### config.mk
export PLATFORM = sky130hd
export DESIGN_NAME = decode_stage_flat
export DESIGN_NICKNAME = d
export VERILOG_FILES = /design/src/rtl/decode_stage_if.sv /design/src/rtl/decode_stage.sv /design/src/flat_wrapper.sv
export SDC_FILE = /design/constraint.sdc
export NUM_CORES = 1
export LEC_CHECK = 0
export ABC_AREA = 1
export ABC_CLOCK_PERIOD_IN_PS = 8800
export CAP_MARGIN = 20
export CORE_ASPECT_RATIO = 0.6
export CORE_MARGIN = 5
export CORE_UTILIZATION = 64
export CTS_CLUSTER_DIAMETER = 50
export DETAILED_ROUTE_END_ITERATION = 7
export DONT_BUFFER_PORTS = 1
export GPL_TIMING_DRIVEN = 0
export HOLD_SLACK_MARGIN = 0.03
export PLACE_DENSITY = 0.8
export SYNTH_ARGS = -nofsm -noshare
export SYNTH_HDL_FRONTEND = slang
export SYNTH_SLANG_ARGS = --single-unit
### constraint.sdc
create_clock -name clk -period 8.8 [get_ports clk]
set_input_delay 1.76 -clock clk [delete_from_list [all_inputs] [get_ports clk]]
set_output_delay 1.76 -clock clk [all_outputs]
set_load 0.05 [all_outputs]
### src/rtl/decode_stage_if.sv
// rtl/decode_stage_if.sv - fetch-side and execute-side handshake bundle for decode_stage
interface decode_stage_if #(
    parameter int XLEN = 32
);
    logic            in_valid;
    logic            in_ready;
    logic [31:0]     in_instr;
    logic [XLEN-1:0] in_pc;

    logic            out_valid;
    logic            out_ready;
    logic [XLEN-1:0] out_pc;
    logic [6:0]      out_opcode;
    logic [4:0]      out_rd;
    logic [4:0]      out_rs1;
    logic [4:0]      out_rs2;
    logic [2:0]      out_funct3;
    logic [6:0]      out_funct7;
    logic [XLEN-1:0] out_imm;
    logic [2:0]      out_fmt;
    logic            out_rd_we;
    logic            out_illegal;

    modport master (
        output in_valid, in_instr, in_pc, out_ready,
        input  in_ready, out_valid, out_pc, out_opcode, out_rd, out_rs1, out_rs2,
               out_funct3, out_funct7, out_imm, out_fmt, out_rd_we, out_illegal
    );

    modport slave (
        input  in_valid, in_instr, in_pc, out_ready,
        output in_ready, out_valid, out_pc, out_opcode, out_rd, out_rs1, out_rs2,
               out_funct3, out_funct7, out_imm, out_fmt, out_rd_we, out_illegal
    );
endinterface

### src/rtl/decode_stage.sv
// rtl/decode_stage.sv - registered RV32I decode stage with two-entry skid buffer and flush
module decode_stage #(
    parameter int XLEN = 32,
    parameter bit SKID = 1'b1
) (
    input  logic          clk,
    input  logic          rst,
    input  logic          flush,
    decode_stage_if.slave bus
);
    localparam logic [2:0] FMT_R   = 3'd0;
    localparam logic [2:0] FMT_I   = 3'd1;
    localparam logic [2:0] FMT_S   = 3'd2;
    localparam logic [2:0] FMT_B   = 3'd3;
    localparam logic [2:0] FMT_U   = 3'd4;
    localparam logic [2:0] FMT_J   = 3'd5;
    localparam logic [2:0] FMT_ILL = 3'd7;

    typedef struct packed {
        logic [XLEN-1:0] pc;
        logic [6:0]      opcode;
        logic [4:0]      rd;
        logic [4:0]      rs1;
        logic [4:0]      rs2;
        logic [2:0]      funct3;
        logic [6:0]      funct7;
        logic [XLEN-1:0] imm;
        logic [2:0]      fmt;
        logic            rd_we;
        logic            illegal;
    } dec_t;

    typedef enum logic [1:0] {
        S_EMPTY,
        S_ONE,
        S_FULL
    } state_t;

    logic [31:0]        instr;
    logic [2:0]         fmt;
    logic signed [31:0] imm32;
    dec_t               dec;

    state_t state_q, state_d;
    dec_t   m_q, k_q;
    logic   in_ready_q;
    logic   accept;
    logic   load_m, load_k, move_k;

    assign instr = bus.in_instr;

    // Decode happens before the buffer so only the compact bundle is stored.
    always_comb begin
        dec   = '0;
        imm32 = '0;
        case (instr[6:0])
            7'b0110011:                                       fmt = FMT_R;
            7'b0000011, 7'b0010011, 7'b1100111,
            7'b1110011, 7'b0001111:                           fmt = FMT_I;
            7'b0100011:                                       fmt = FMT_S;
            7'b1100011:                                       fmt = FMT_B;
            7'b0110111, 7'b0010111:                           fmt = FMT_U;
            7'b1101111:                                       fmt = FMT_J;
            default:                                          fmt = FMT_ILL;
        endcase
        if (instr[1:0] != 2'b11) begin
            fmt = FMT_ILL;
        end

        dec.pc  = bus.in_pc;
        dec.fmt = fmt;
        case (fmt)
            FMT_R: begin
                dec.opcode = instr[6:0];
                dec.rd     = instr[11:7];
                dec.rs1    = instr[19:15];
                dec.rs2    = instr[24:20];
                dec.funct3 = instr[14:12];
                dec.funct7 = instr[31:25];
            end
            FMT_I: begin
                dec.opcode = instr[6:0];
                dec.rd     = instr[11:7];
                dec.rs1    = instr[19:15];
                dec.funct3 = instr[14:12];
                imm32      = {{20{instr[31]}}, instr[31:20]};
            end
            FMT_S: begin
                dec.opcode = instr[6:0];
                dec.rs1    = instr[19:15];
                dec.rs2    = instr[24:20];
                dec.funct3 = instr[14:12];
                imm32      = {{20{instr[31]}}, instr[31:25], instr[11:7]};
            end
            FMT_B: begin
                dec.opcode = instr[6:0];
                dec.rs1    = instr[19:15];
                dec.rs2    = instr[24:20];
                dec.funct3 = instr[14:12];
                imm32      = {{19{instr[31]}}, instr[31], instr[7], instr[30:25], instr[11:8], 1'b0};
            end
            FMT_U: begin
                dec.opcode = instr[6:0];
                dec.rd     = instr[11:7];
                imm32      = {instr[31:12], 12'b0};
            end
            FMT_J: begin
                dec.opcode = instr[6:0];
                dec.rd     = instr[11:7];
                imm32      = {{11{instr[31]}}, instr[31], instr[19:12], instr[20], instr[30:21], 1'b0};
            end
            default: begin
                dec.illegal = 1'b1;
            end
        endcase
        dec.imm   = XLEN'(imm32);
        dec.rd_we = ((fmt == FMT_R) || (fmt == FMT_I) || (fmt == FMT_U) || (fmt == FMT_J))
                    && (dec.rd != 5'd0);
    end

    assign bus.out_valid = (state_q != S_EMPTY);
    assign bus.in_ready  = SKID ? in_ready_q : (!bus.out_valid || bus.out_ready);
    assign accept        = bus.in_valid && bus.in_ready;

    always_comb begin
        state_d = state_q;
        load_m  = 1'b0;
        load_k  = 1'b0;
        move_k  = 1'b0;
        if (flush) begin
            state_d = S_EMPTY;
        end else begin
            case (state_q)
                S_EMPTY: begin
                    if (accept) begin
                        state_d = S_ONE;
                        load_m  = 1'b1;
                    end
                end
                S_ONE: begin
                    if (accept && bus.out_ready) begin
                        load_m = 1'b1;
                    end else if (accept && SKID) begin
                        state_d = S_FULL;
                        load_k  = 1'b1;
                    end else if (bus.out_ready) begin
                        state_d = S_EMPTY;
                    end
                end
                S_FULL: begin
                    if (bus.out_ready) begin
                        state_d = S_ONE;
                        move_k  = 1'b1;
                    end
                end
                default: begin
                    state_d = S_EMPTY;
                end
            endcase
        end
    end

    always_ff @(posedge clk or posedge rst) begin
        if (rst) begin
            state_q    <= S_EMPTY;
            in_ready_q <= 1'b1;
        end else begin
            state_q    <= state_d;
            in_ready_q <= (state_d != S_FULL);
        end
    end

    // Flush also zeroes M so a discarded entry never lingers on the outputs.
    always_ff @(posedge clk or posedge rst) begin
        if (rst) begin
            m_q <= '0;
            k_q <= '0;
        end else begin
            if (flush) begin
                m_q <= '0;
            end else if (move_k) begin
                m_q <= k_q;
            end else if (load_m) begin
                m_q <= dec;
            end
            if (load_k) begin
                k_q <= dec;
            end
        end
    end

    assign bus.out_pc      = m_q.pc;
    assign bus.out_opcode  = m_q.opcode;
    assign bus.out_rd      = m_q.rd;
    assign bus.out_rs1     = m_q.rs1;
    assign bus.out_rs2     = m_q.rs2;
    assign bus.out_funct3  = m_q.funct3;
    assign bus.out_funct7  = m_q.funct7;
    assign bus.out_imm     = m_q.imm;
    assign bus.out_fmt     = m_q.fmt;
    assign bus.out_rd_we   = m_q.rd_we;
    assign bus.out_illegal = m_q.illegal;
endmodule

### src/flat_wrapper.sv
// flat-port wrapper written by rule: the top's interface ports become plain ports
module decode_stage_flat 
#(
    parameter int XLEN = 32,
    parameter bit SKID = 1'b1
)
  (clk, rst, flush, bus_in_valid, bus_in_instr, bus_in_pc, bus_out_ready, bus_in_ready, bus_out_valid, bus_out_pc, bus_out_opcode, bus_out_rd, bus_out_rs1, bus_out_rs2, bus_out_funct3, bus_out_funct7, bus_out_imm, bus_out_fmt, bus_out_rd_we, bus_out_illegal);
  decode_stage_if #(.XLEN(XLEN)) bus_i ();
  input  logic clk;
  input  logic rst;
  input  logic flush;
  input wire logic [$bits(bus_i.in_valid)-1:0] bus_in_valid;
  input wire logic [$bits(bus_i.in_instr)-1:0] bus_in_instr;
  input wire logic [$bits(bus_i.in_pc)-1:0] bus_in_pc;
  input wire logic [$bits(bus_i.out_ready)-1:0] bus_out_ready;
  output wire logic [$bits(bus_i.in_ready)-1:0] bus_in_ready;
  output wire logic [$bits(bus_i.out_valid)-1:0] bus_out_valid;
  output wire logic [$bits(bus_i.out_pc)-1:0] bus_out_pc;
  output wire logic [$bits(bus_i.out_opcode)-1:0] bus_out_opcode;
  output wire logic [$bits(bus_i.out_rd)-1:0] bus_out_rd;
  output wire logic [$bits(bus_i.out_rs1)-1:0] bus_out_rs1;
  output wire logic [$bits(bus_i.out_rs2)-1:0] bus_out_rs2;
  output wire logic [$bits(bus_i.out_funct3)-1:0] bus_out_funct3;
  output wire logic [$bits(bus_i.out_funct7)-1:0] bus_out_funct7;
  output wire logic [$bits(bus_i.out_imm)-1:0] bus_out_imm;
  output wire logic [$bits(bus_i.out_fmt)-1:0] bus_out_fmt;
  output wire logic [$bits(bus_i.out_rd_we)-1:0] bus_out_rd_we;
  output wire logic [$bits(bus_i.out_illegal)-1:0] bus_out_illegal;
  assign bus_i.in_valid = bus_in_valid;
  assign bus_i.in_instr = bus_in_instr;
  assign bus_i.in_pc = bus_in_pc;
  assign bus_i.out_ready = bus_out_ready;
  assign bus_in_ready = bus_i.in_ready;
  assign bus_out_valid = bus_i.out_valid;
  assign bus_out_pc = bus_i.out_pc;
  assign bus_out_opcode = bus_i.out_opcode;
  assign bus_out_rd = bus_i.out_rd;
  assign bus_out_rs1 = bus_i.out_rs1;
  assign bus_out_rs2 = bus_i.out_rs2;
  assign bus_out_funct3 = bus_i.out_funct3;
  assign bus_out_funct7 = bus_i.out_funct7;
  assign bus_out_imm = bus_i.out_imm;
  assign bus_out_fmt = bus_i.out_fmt;
  assign bus_out_rd_we = bus_i.out_rd_we;
  assign bus_out_illegal = bus_i.out_illegal;
  decode_stage #(.XLEN(XLEN), .SKID(SKID)) u_core (.clk(clk), .rst(rst), .flush(flush), .bus(bus_i));
endmodule
==> run summary, run 1 <==
Number of nets in the layout - 1,231
Slew @ Worst Pin - 0.809 ns
Kind of path behind the tightest hold check - reg -> reg
Initial antenna violation count - 0
Biggest fanout along the worst timing path - 3
FP Rows - 34
Number of nets with antenna violations after routing - 0
Ratio of cells with drive above 1 in the final layout - 9.46%
Worst setup path category - reg -> out
Run status - finished, final reports clean
Number of maximum-capacitance constraint violations - 0
Final hold violations - 0
Net switching power figure - 0.715 mW
Startpoint class of the critical path - flop
Required @ worst endpoint - 7.04 ns
Share of the yosys chip area belonging to registers - 54.5%
Post-route DRC violation count - 0
Half-perimeter wire length after placement - 19.9 mm
Iteration-0 DRC count of the detailed router - 1,080
Sum of internal, switching and leakage power - 2.32 mW
Layout Skew - 0.00985 ns
Share of total power in the clock network - 34.3%
Number of H-tree levels - 1
Vias in the first global route - 7,816
Insertion delay to the later sink of the worst-skew pair - 0.49 ns
Combinational fraction of design power - 11.1%
Cell Pwr Density - 226 nW/um^2
Fin Setup TNS - 0 ns
Routed length per placed instance - 20.3 um
Flops & latches, synth - 205
Core Box Area - 14,500 um^2
Final global-route overflow total - 0
TritonCTS buffer count - 19
Wire length of the first global-routing pass - 43.8 mm
CP Capture Type - output pin
Share of power burned in registers - 54.6%
Routability-driven placement congestion ratio - 0.978
Number of setup violations in the final report - 0
Routed vias/inst - 6.00
Number of buffers inserted by post-CTS setup repair - 0
Synth Instances - 1,140
First-pass iteration count of the detailed router - 6
CTS Hold Buffers Added - 0
Design internal power - 1.60 mW
Maximum ir drop on the vdd rail - 0.000163 V
Post-Synthesis Net Count - 1,209
Number of port buffers - 0
Maximum number of pins on one net before global-route repair - 118
Max-slew violation count - 0
Max frequency - 0.329 GHz
Total global-route track usage - 31.5%
Number of cells upsized or downsized after cts - 0
Clock sink count - 205
Yosys cell types - 37
Crit path time final - 3.04 ns
Area growth from synthesis to layout - 9.12%
Warnings from Yosys - 0
Critical Path AT - 1.28 ns
Root Buffer Master - sky130_fd_sc_hd__clkbuf_16
Buffer levels on the longest clock path - 3
Total number of vias - 8,235
Unrepaired setup endpoints after global routing - false
Fraction of power spent switching nets - 30.8%
Max-slew headroom at the worst pin - 46.1%
Share of the core filled with cells - 71.0%
Syn Area/Cell - 8.26 um^2
Clock slew seen by the registers of the worst setup and hold paths - 0.07 ns
Die Span X - 167 um
Post-route fraction of the period consumed by the critical path - 34.5%
Count of pins on the block boundary - 172
Initial cell density of the core - 65.1%
Die H - 104 um
CTS tree - yes
Syn Std Cell Area - 9420 um^2
Total Wirelength - 27.8 mm
Total die area - 17,300 um^2
P_leak - 5.08 nW
[Yosys cell counts (all sizes together)]
library cell,number,area [um^2]
o21ai,130,658
o211ai,3,22.5
dfstp,1,26.3
nand4,1,6.26
a22oi,2,15.0
a21boi,1,7.51
a2111oi,1,8.76
buf,45,285
o22ai,2,12.5
nand3,17,100
a21oi,97,485
dfrtp,204,5100
o21a,1,7.51
nor3,4,42.5
a31o,6,52.6
a31oi,23,144
o311ai,1,8.76
a221oi,6,52.6
o31ai,11,82.6
nand2,354,1370
inv,68,260
clkbuf,28,105
nor2,134,556
[flip-flops by register name (all words and copies together), names as in the netlist]
signal	cells
u_core.bus.out_illegal	1
u_core.bus.out_rs2	5
u_core.bus.out_opcode	7
u_core.bus.out_imm	32
u_core.k_q	101
u_core.state_q	2
u_core.bus.out_funct7	7
u_core.bus.out_fmt	3
u_core.bus.out_pc	32
u_core.bus.out_rd	5
u_core.bus.out_rs1	5
u_core.bus.out_funct3	3
u_core.bus.in_ready	1
u_core.bus.out_rd_we	1
[cell families (layout without fill, tap and decap cells)]
family          count (synthesis)  in the layout  share of synthesized area (%)
compound gates                284            284                           16.5
buf+inv                       141            174                           6.91
flops                         205            205                           54.5
other cells                     0              1                              0
simple gates                  510            510                           22.0
[metal layers]
metal	vias up	track usage [%]	part of all wire (%)
met1	3966	47.6	44
met5	-	0	0
met4	0	8.00	2.3
li1	3748	-	-
met2	459	44.1	42
met3	62	10.3	13
[worst max-delay path, cell delays in order, from the launching register on]
cell and delay [ns]:
sky130_fd_sc_hd__dfrtp_1 0.40, sky130_fd_sc_hd__nor2_1 0.07, sky130_fd_sc_hd__inv_1 0.32
[metrics by stage]
stage                     setup WS [ns]  hold slack [ns]  area, um^2  instances
final                              5.76            0.480       10300       1372
after global routing               5.71            0.498       10300       1371
after CTS                          5.75            0.482       10300       1371
after detailed placement           5.51            0.465        9700       1339
after global placement           -0.669            0.460        9660       1338
after floorplan                    1.45            0.444        9420       1140
[power groups by stage]
stage / combinational (mW) / sequential, mW / clock, mW
after floorplan: 0.195 / 1.26 / 0
after global routing: 0.293 / 1.28 / 0.843
after global placement: 0.241 / 1.28 / 0
after CTS: 0.256 / 1.26 / 0.797
after detailed placement: 0.253 / 1.28 / 0
final: 0.258 / 1.27 / 0.795
[cell usage in the layout, fill, tap and decap left out, types with 2 or more instances in the layout]
cell	count
sky130_fd_sc_hd__a221oi_1	6
sky130_fd_sc_hd__clkbuf_16	19
sky130_fd_sc_hd__nand3_2	3
sky130_fd_sc_hd__o211ai_1	3
sky130_fd_sc_hd__nor2_2	3
sky130_fd_sc_hd__nand2_4	4
sky130_fd_sc_hd__clkbuf_8	2
sky130_fd_sc_hd__inv_1	57
sky130_fd_sc_hd__buf_1	2
sky130_fd_sc_hd__nor3_1	2
sky130_fd_sc_hd__nor3_4	2
sky130_fd_sc_hd__a21oi_1	97
sky130_fd_sc_hd__a22oi_1	2
sky130_fd_sc_hd__nor2_1	125
sky130_fd_sc_hd__o21ai_0	108
sky130_fd_sc_hd__a31o_2	6
sky130_fd_sc_hd__buf_4	4
sky130_fd_sc_hd__buf_2	32
sky130_fd_sc_hd__o21ai_2	2
sky130_fd_sc_hd__o21ai_1	20
sky130_fd_sc_hd__clkbuf_1	36
sky130_fd_sc_hd__a31oi_1	23
sky130_fd_sc_hd__nor2_4	6
sky130_fd_sc_hd__o22ai_1	2
sky130_fd_sc_hd__nand2_1	345
sky130_fd_sc_hd__o31ai_1	11
sky130_fd_sc_hd__buf_6	6
sky130_fd_sc_hd__dfrtp_1	204
sky130_fd_sc_hd__clkinv_2	2
sky130_fd_sc_hd__nand3_1	14
sky130_fd_sc_hd__inv_2	9
sky130_fd_sc_hd__nand2_2	5
[cell type report]
cell class                      instances  area (um^2)
Antenna cell                            1         2.50
Buffer                                 73          390
Clock buffer                           29          533
Clock inverter                          3         40.0
Fill cell                            1166         4190
Inverter                               68          268
Multi-Input combinational cell        794         3630
Sequential cell                       205         5130
Tap cell                              198          248
Timing Repair Buffer                    1         27.5
[worst paths after layout]
kind | to | cells after the start | startpoint | slack (ns)
worst max-delay path | bus_out_valid | 2 | u_core.state_q[0] | 5.76
worst min-delay path | u_core.k_q[96] | 2 | u_core.k_q[96] | 0.48
worst max register to register | u_core.k_q[19] | 7 | u_core.bus.in_ready | 6.46
worst min register to register | u_core.k_q[96] | 2 | u_core.k_q[96] | 0.48
max in group asynchronous | u_core.bus.out_imm[9] | 2 | rst | 6.59
min in group asynchronous | u_core.bus.out_funct7[1] | 1 | rst | 1.29
Note: power is estimated with default switching activity, not from simulation.
==> run 2: changes to the inputs <==
Settings changed: ABC_CLOCK_PERIOD_IN_PS 8800 to 3110.
Clock period 8.8 ns to 3.11 ns, I/O delays scaled along.
==> run summary, run 2 (synthesis gave the netlist of run 1 again) <==
Worst setup path category - reg -> reg
Half-perimeter wire length after placement - 20.1 mm
Total number of vias - 8,249
FP Rows - 34
Share of total power in the clock network - 35.3%
Run status - finished, final reports clean
Initial cell density of the core - 65.1%
Ratio of cells with drive above 1 in the final layout - 10.1%
CTS tree - yes
Number of flip-flops under the largest register name - 101
Most common cell after layout, fill and taps aside - sky130_fd_sc_hd__nand2_1
Final hold violations - 0
Number of cells upsized or downsized after cts - 0
Maximum ir drop on the vdd rail - 0.000384 V
Fill cell total of the finished layout - 1,160
Fin Setup TNS - 0 ns
Total die area - 17,300 um^2
CP Capture Type - flop
Biggest fanout along the worst timing path - 10
Crit path time final - 2.43 ns
Register with the most flip-flops - u_core.k_q
Unrepaired setup endpoints after global routing - false
Area growth from synthesis to layout - 10.4%
Count of pins on the block boundary - 172
Share of power burned in registers - 53.7%
Number of H-tree levels - 1
Slew @ Worst Pin - 0.639 ns
Commonest cells after routing, fill and taps aside - 345 x sky130_fd_sc_hd__nand2_1, 204 x sky130_fd_sc_hd__dfrtp_1, 125 x sky130_fd_sc_hd__nor2_1, 108 x sky130_fd_sc_hd__o21ai_0, 97 x sky130_fd_sc_hd__a21oi_1
Net switching power figure - 2.05 mW
Number of nets with antenna violations after routing - 0
Iteration-0 DRC count of the detailed router - 1,079
Layout Skew - 0.0198 ns
Final worst setup slack - 0.676 ns
Buffer levels on the longest clock path - 3
Dpl cells - 1,343
Kind of path behind the tightest hold check - in -> async
Required @ worst endpoint - 3.46 ns
Clock slew seen by the registers of the worst setup and hold paths - 0.08 ns
Number of nets in the layout - 1,236
Total Wirelength - 28.2 mm
Share of the core filled with cells - 71.9%
CTS Hold Buffers Added - 0
Number of maximum-capacitance constraint violations - 0
Startpoint class of the critical path - flop
Vias in the first global route - 8,203
P_leak - 5.14 nW
Design internal power - 4.62 mW
Number of setup violations in the final report - 0
Combinational fraction of design power - 11.1%
Max-slew violation count - 0
Core Box Area - 14,500 um^2
Maximum number of pins on one net before global-route repair - 45
Insertion delay to the later sink of the worst-skew pair - 0.50 ns
Routed length per placed instance - 20.5 um
Cell Pwr Density - 642 nW/um^2
Fraction of power spent switching nets - 30.8%
Number of port buffers - 0
Root Buffer Master - sky130_fd_sc_hd__clkbuf_16
Sum of internal, switching and leakage power - 6.68 mW
ANT cells - 0
Post-route fraction of the period consumed by the critical path - 78.3%
Placement Setup Slack - 0.692 ns
Critical Path AT - 2.79 ns
Total global-route track usage - 32.6%
TritonCTS buffer count - 20
Initial antenna violation count - 1
Routability-driven placement congestion ratio - 0.995
Max-slew headroom at the worst pin - 57.4%
First-pass iteration count of the detailed router - 7
Routed vias/inst - 5.99
Clock sink count - 205
Number of buffers inserted by post-CTS setup repair - 0
Die Span X - 167 um
Final instance area - 10,400 um^2
Max frequency - 0.411 GHz
Wire length of the first global-routing pass - 45.2 mm
Final cell count without fillers - 1,378
Post-route DRC violation count - 0
Worst hold slack - 0.0240 ns
Die H - 104 um
Total cell area at the placement stage - 9770 um^2
Final global-route overflow total - 0
-- run 2: layer usage --
layer,global-route usage (%),vias up,wire length [um]
met1,48.1,3962,12000
li1,-,3753,-
met3,12.6,59,3740
met2,45.4,473,11700
met4,8.46,2,684
met5,0,-,18
-- run 2: area by class of cell --
type	instances	area, um^2	area share, %
buffer	73	390	3.76
clock buffer	32	607	5.84
clock inverter	3	18.8	0.181
inverter	68	264	2.54
multi-input combinational	794	3630	35.0
sequential	205	5130	49.4
tap	198	248	2.38
timing repair buffer	5	100	0.963
-- run 2: power groups by stage --
stage	clock, mW	sequential, mW	combinational, mW
after global placement	0	3.62	0.679
after detailed placement	0	3.62	0.726
after floorplan	0	3.56	0.551
final	2.35	3.58	0.739
after CTS	2.36	3.58	0.735
after global routing	2.48	3.63	0.848
-- run 2: path summary, 6_finish.rpt --
| check | startpoint | end | slack (ns) | cells after the start |
|---|---|---|---|---|
| setup / recovery | u_core.bus.in_ready | u_core.k_q[21] | 0.68 | 7 |
| hold / removal | rst | u_core.k_q[12] | 0.02 | 1 |
| setup reg to reg | u_core.bus.in_ready | u_core.k_q[21] | 0.68 | 7 |
| hold reg to reg | u_core.k_q[73] | u_core.k_q[73] | 0.48 | 2 |
| max in group asynchronous | rst | u_core.k_q[84] | 1.99 | 4 |
| min in group clk | bus_out_ready | u_core.state_q[1] | 0.23 | 1 |
-- run 2: worst max-delay path: stages, from the launching register on --
cell and delay (ns):
sky130_fd_sc_hd__dfstp_2 0.71, sky130_fd_sc_hd__nand3_1 0.18, sky130_fd_sc_hd__inv_1 0.09, sky130_fd_sc_hd__nand3_2 0.29
sky130_fd_sc_hd__inv_1 0.15, sky130_fd_sc_hd__buf_2 0.23, sky130_fd_sc_hd__clkbuf_1 0.47, sky130_fd_sc_hd__a31oi_1 0.18
==> run 3: changes to the inputs <==
Settings changed: ABC_CLOCK_PERIOD_IN_PS 3110 to 2300.
Clock period 3.11 ns to 2.3 ns, I/O delays scaled along.
==> run summary, run 3 (synthesis gave the netlist of run 1 again) <==
Clock slew seen by the registers of the worst setup and hold paths - 0.07 ns
Core Box Area - 14,500 um^2
Number of nets with antenna violations after routing - 0
Layout Skew - 0.0170 ns
Initial cell density of the core - 65.1%
Number of nets in the layout - 1,239
Routed vias/inst - 5.98
Share of the core filled with cells - 72.2%
Critical path's top delay family - buffers and inverters
Max frequency - 0.460 GHz
Final global-route overflow total - 0
Register with the most flip-flops - u_core.k_q
Initial antenna violation count - 1
Worst setup path end - u_core.k_q[0]
Root Buffer Master - sky130_fd_sc_hd__clkbuf_16
Dpl cells - 1,343
Max-slew violation count - 0
Kind of path behind the tightest hold check - in -> reg
Total Wirelength - 28.3 mm
Number of buffers and inverters on the critical path - 4
Startpoint class of the critical path - flop
Area growth from synthesis to layout - 11.0%
Ratio of cells with drive above 1 in the final layout - 10.4%
Sum of internal, switching and leakage power - 9.05 mW
Depth of the worst register-to-register path - 8
Maximum ir drop on the vdd rail - 0.000520 V
Worst setup path category - reg -> reg
Most repeated library cell on the critical path - sky130_fd_sc_hd__inv_1
Routed length per placed instance - 20.5 um
Buffer levels on the longest clock path - 3
Count of pins on the block boundary - 172
Number of setup violations in the final report - 0
Die Span X - 167 um
Routability-driven placement congestion ratio - 0.995
Share of power burned in registers - 53.6%
Number of flip-flops under the largest register name - 101
Clock sink count - 205
Unrepaired setup endpoints after global routing - false
Crit. Startpoint - u_core.bus.in_ready
Die H - 104 um
Insertion delay to the later sink of the worst-skew pair - 0.50 ns
Total die area - 17,300 um^2
Total global-route track usage - 32.6%
Fraction of power spent switching nets - 30.8%
ANT cells - 0
Final hold violations - 0
Biggest fanout along the worst timing path - 10
Vias in the first global route - 8,210
Cell Pwr Density - 866 nW/um^2
Total cell area at the placement stage - 9770 um^2
P_leak - 5.16 nW
Maximum number of pins on one net before global-route repair - 45
TritonCTS buffer count - 20
CTS tree - yes
Critical Path AT - 2.57 ns
Net switching power figure - 2.79 mW
CP Capture Type - flop
Iteration-0 DRC count of the detailed router - 1,189
Post-route DRC violation count - 0
Total number of vias - 8,253
Number of H-tree levels - 1
Max-slew headroom at the worst pin - 57.0%
Number of logic stages on the critical path including buffering - 8
Required @ worst endpoint - 2.70 ns
Most common cell after layout, fill and taps aside - sky130_fd_sc_hd__nand2_1
Slew @ Worst Pin - 0.645 ns
Number of port buffers - 0
Run status - finished, final reports clean
Delay contributed by the slowest stage of the critical path - 0.71 ns
Combinational fraction of design power - 11.2%
Crit-path cells - nand3_1 -> inv_1 -> nand3_4 -> inv_1 -> buf_2 -> clkbuf_4 -> nand2_1 -> o21a_1
Design internal power - 6.26 mW
Worst hold slack - 0.0683 ns
Crit path time final - 2.17 ns
First-pass iteration count of the detailed router - 5
Final instance area - 10,400 um^2
Post-route fraction of the period consumed by the critical path - 94.6%
Worst R2R End - u_core.k_q[0]
Half-perimeter wire length after placement - 20.1 mm
Number of maximum-capacitance constraint violations - 0
Commonest cells after routing, fill and taps aside - 345 x sky130_fd_sc_hd__nand2_1, 204 x sky130_fd_sc_hd__dfrtp_1, 125 x sky130_fd_sc_hd__nor2_1, 108 x sky130_fd_sc_hd__o21ai_0, 97 x sky130_fd_sc_hd__a21oi_1
Final cell count without fillers - 1,381
FP Rows - 34
Wire length of the first global-routing pass - 45.2 mm
RR Startpoint - u_core.bus.in_ready
Slowest CP cell - sky130_fd_sc_hd__dfstp_4
Share of total power in the clock network - 35.2%
Register-to-Register Setup Slack - 0.13 ns
==> run 3: power groups by stage <==
stage                     Combinational, mW  Sequential [mW]  Clock, mW
final                                  1.01             4.85       3.19
after global routing                   1.16             4.90       3.35
after CTS                             0.997             4.84       3.18
after detailed placement              0.982             4.90          0
after global placement                0.919             4.89          0
after floorplan                       0.746             4.81          0
==> run 3: worst min path at each step <==
| stage | start | endpoint | depth (start not counted) |
|---|---|---|---|
| floorplan | u_core.k_q[2] | u_core.k_q[2] | 2 |
| global placement | u_core.k_q[2] | u_core.k_q[2] | 2 |
| detailed placement | rst | u_core.bus.out_rs1[2] | 1 |
| CTS | bus_out_ready | u_core.state_q[1] | 1 |
| global route | bus_out_ready | u_core.state_q[1] | 1 |
| finish | bus_out_ready | u_core.state_q[1] | 1 |
==> run 3: timing repair <==
item | CTS | global route
pin swaps | 0 | 1
hold endpoints to repair | 19 | 0
hold buffers | 1 | 0
setup buffers | 0 | 2
setup endpoints to repair | 11 | 16
gates resized for setup | 2 | 4
==> run 3: worst register-to-register path: cells and delay by family (launching register included) <==
family	cells	cell delay, ns
flops	1	0.71
compound gates	1	0.14
simple gates	3	0.49
buf+inv	4	0.74
==> run 3: layout make-up <==
cell class / instances / area [um^2]
plain buffers: 73 / 395
clock buffers: 32 / 607
clock inverters: 3 / 18.8
fillers: 1155 / 4020
inverters: 68 / 264
multi-input cells: 794 / 3640
flip-flops and latches: 205 / 5130
well taps: 198 / 248
repair buffers: 8 / 138
==> run 3: layer usage <==
layer / GRT usage (%) / part of all wire (%) / vias up
met5: 0 / 0.064 / -
met2: 45.5 / 42 / 430
met3: 12.6 / 13 / 67
li1: - / - / 3759
met1: 48.1 / 42 / 3995
met4: 8.46 / 2.5 / 2
==> run 3: per-stage QoR <==
stage / setup TNS [ns] / setup WS [ns]
3_5_place_dp: -0.918 / -0.118
4_1_cts: 0 / 0.0840
3_3_place_gp: -378.47 / -1.87
5_1_grt: 0 / 0.00248
6_report: 0 / 0.125
2_1_floorplan: -166.90 / -0.817
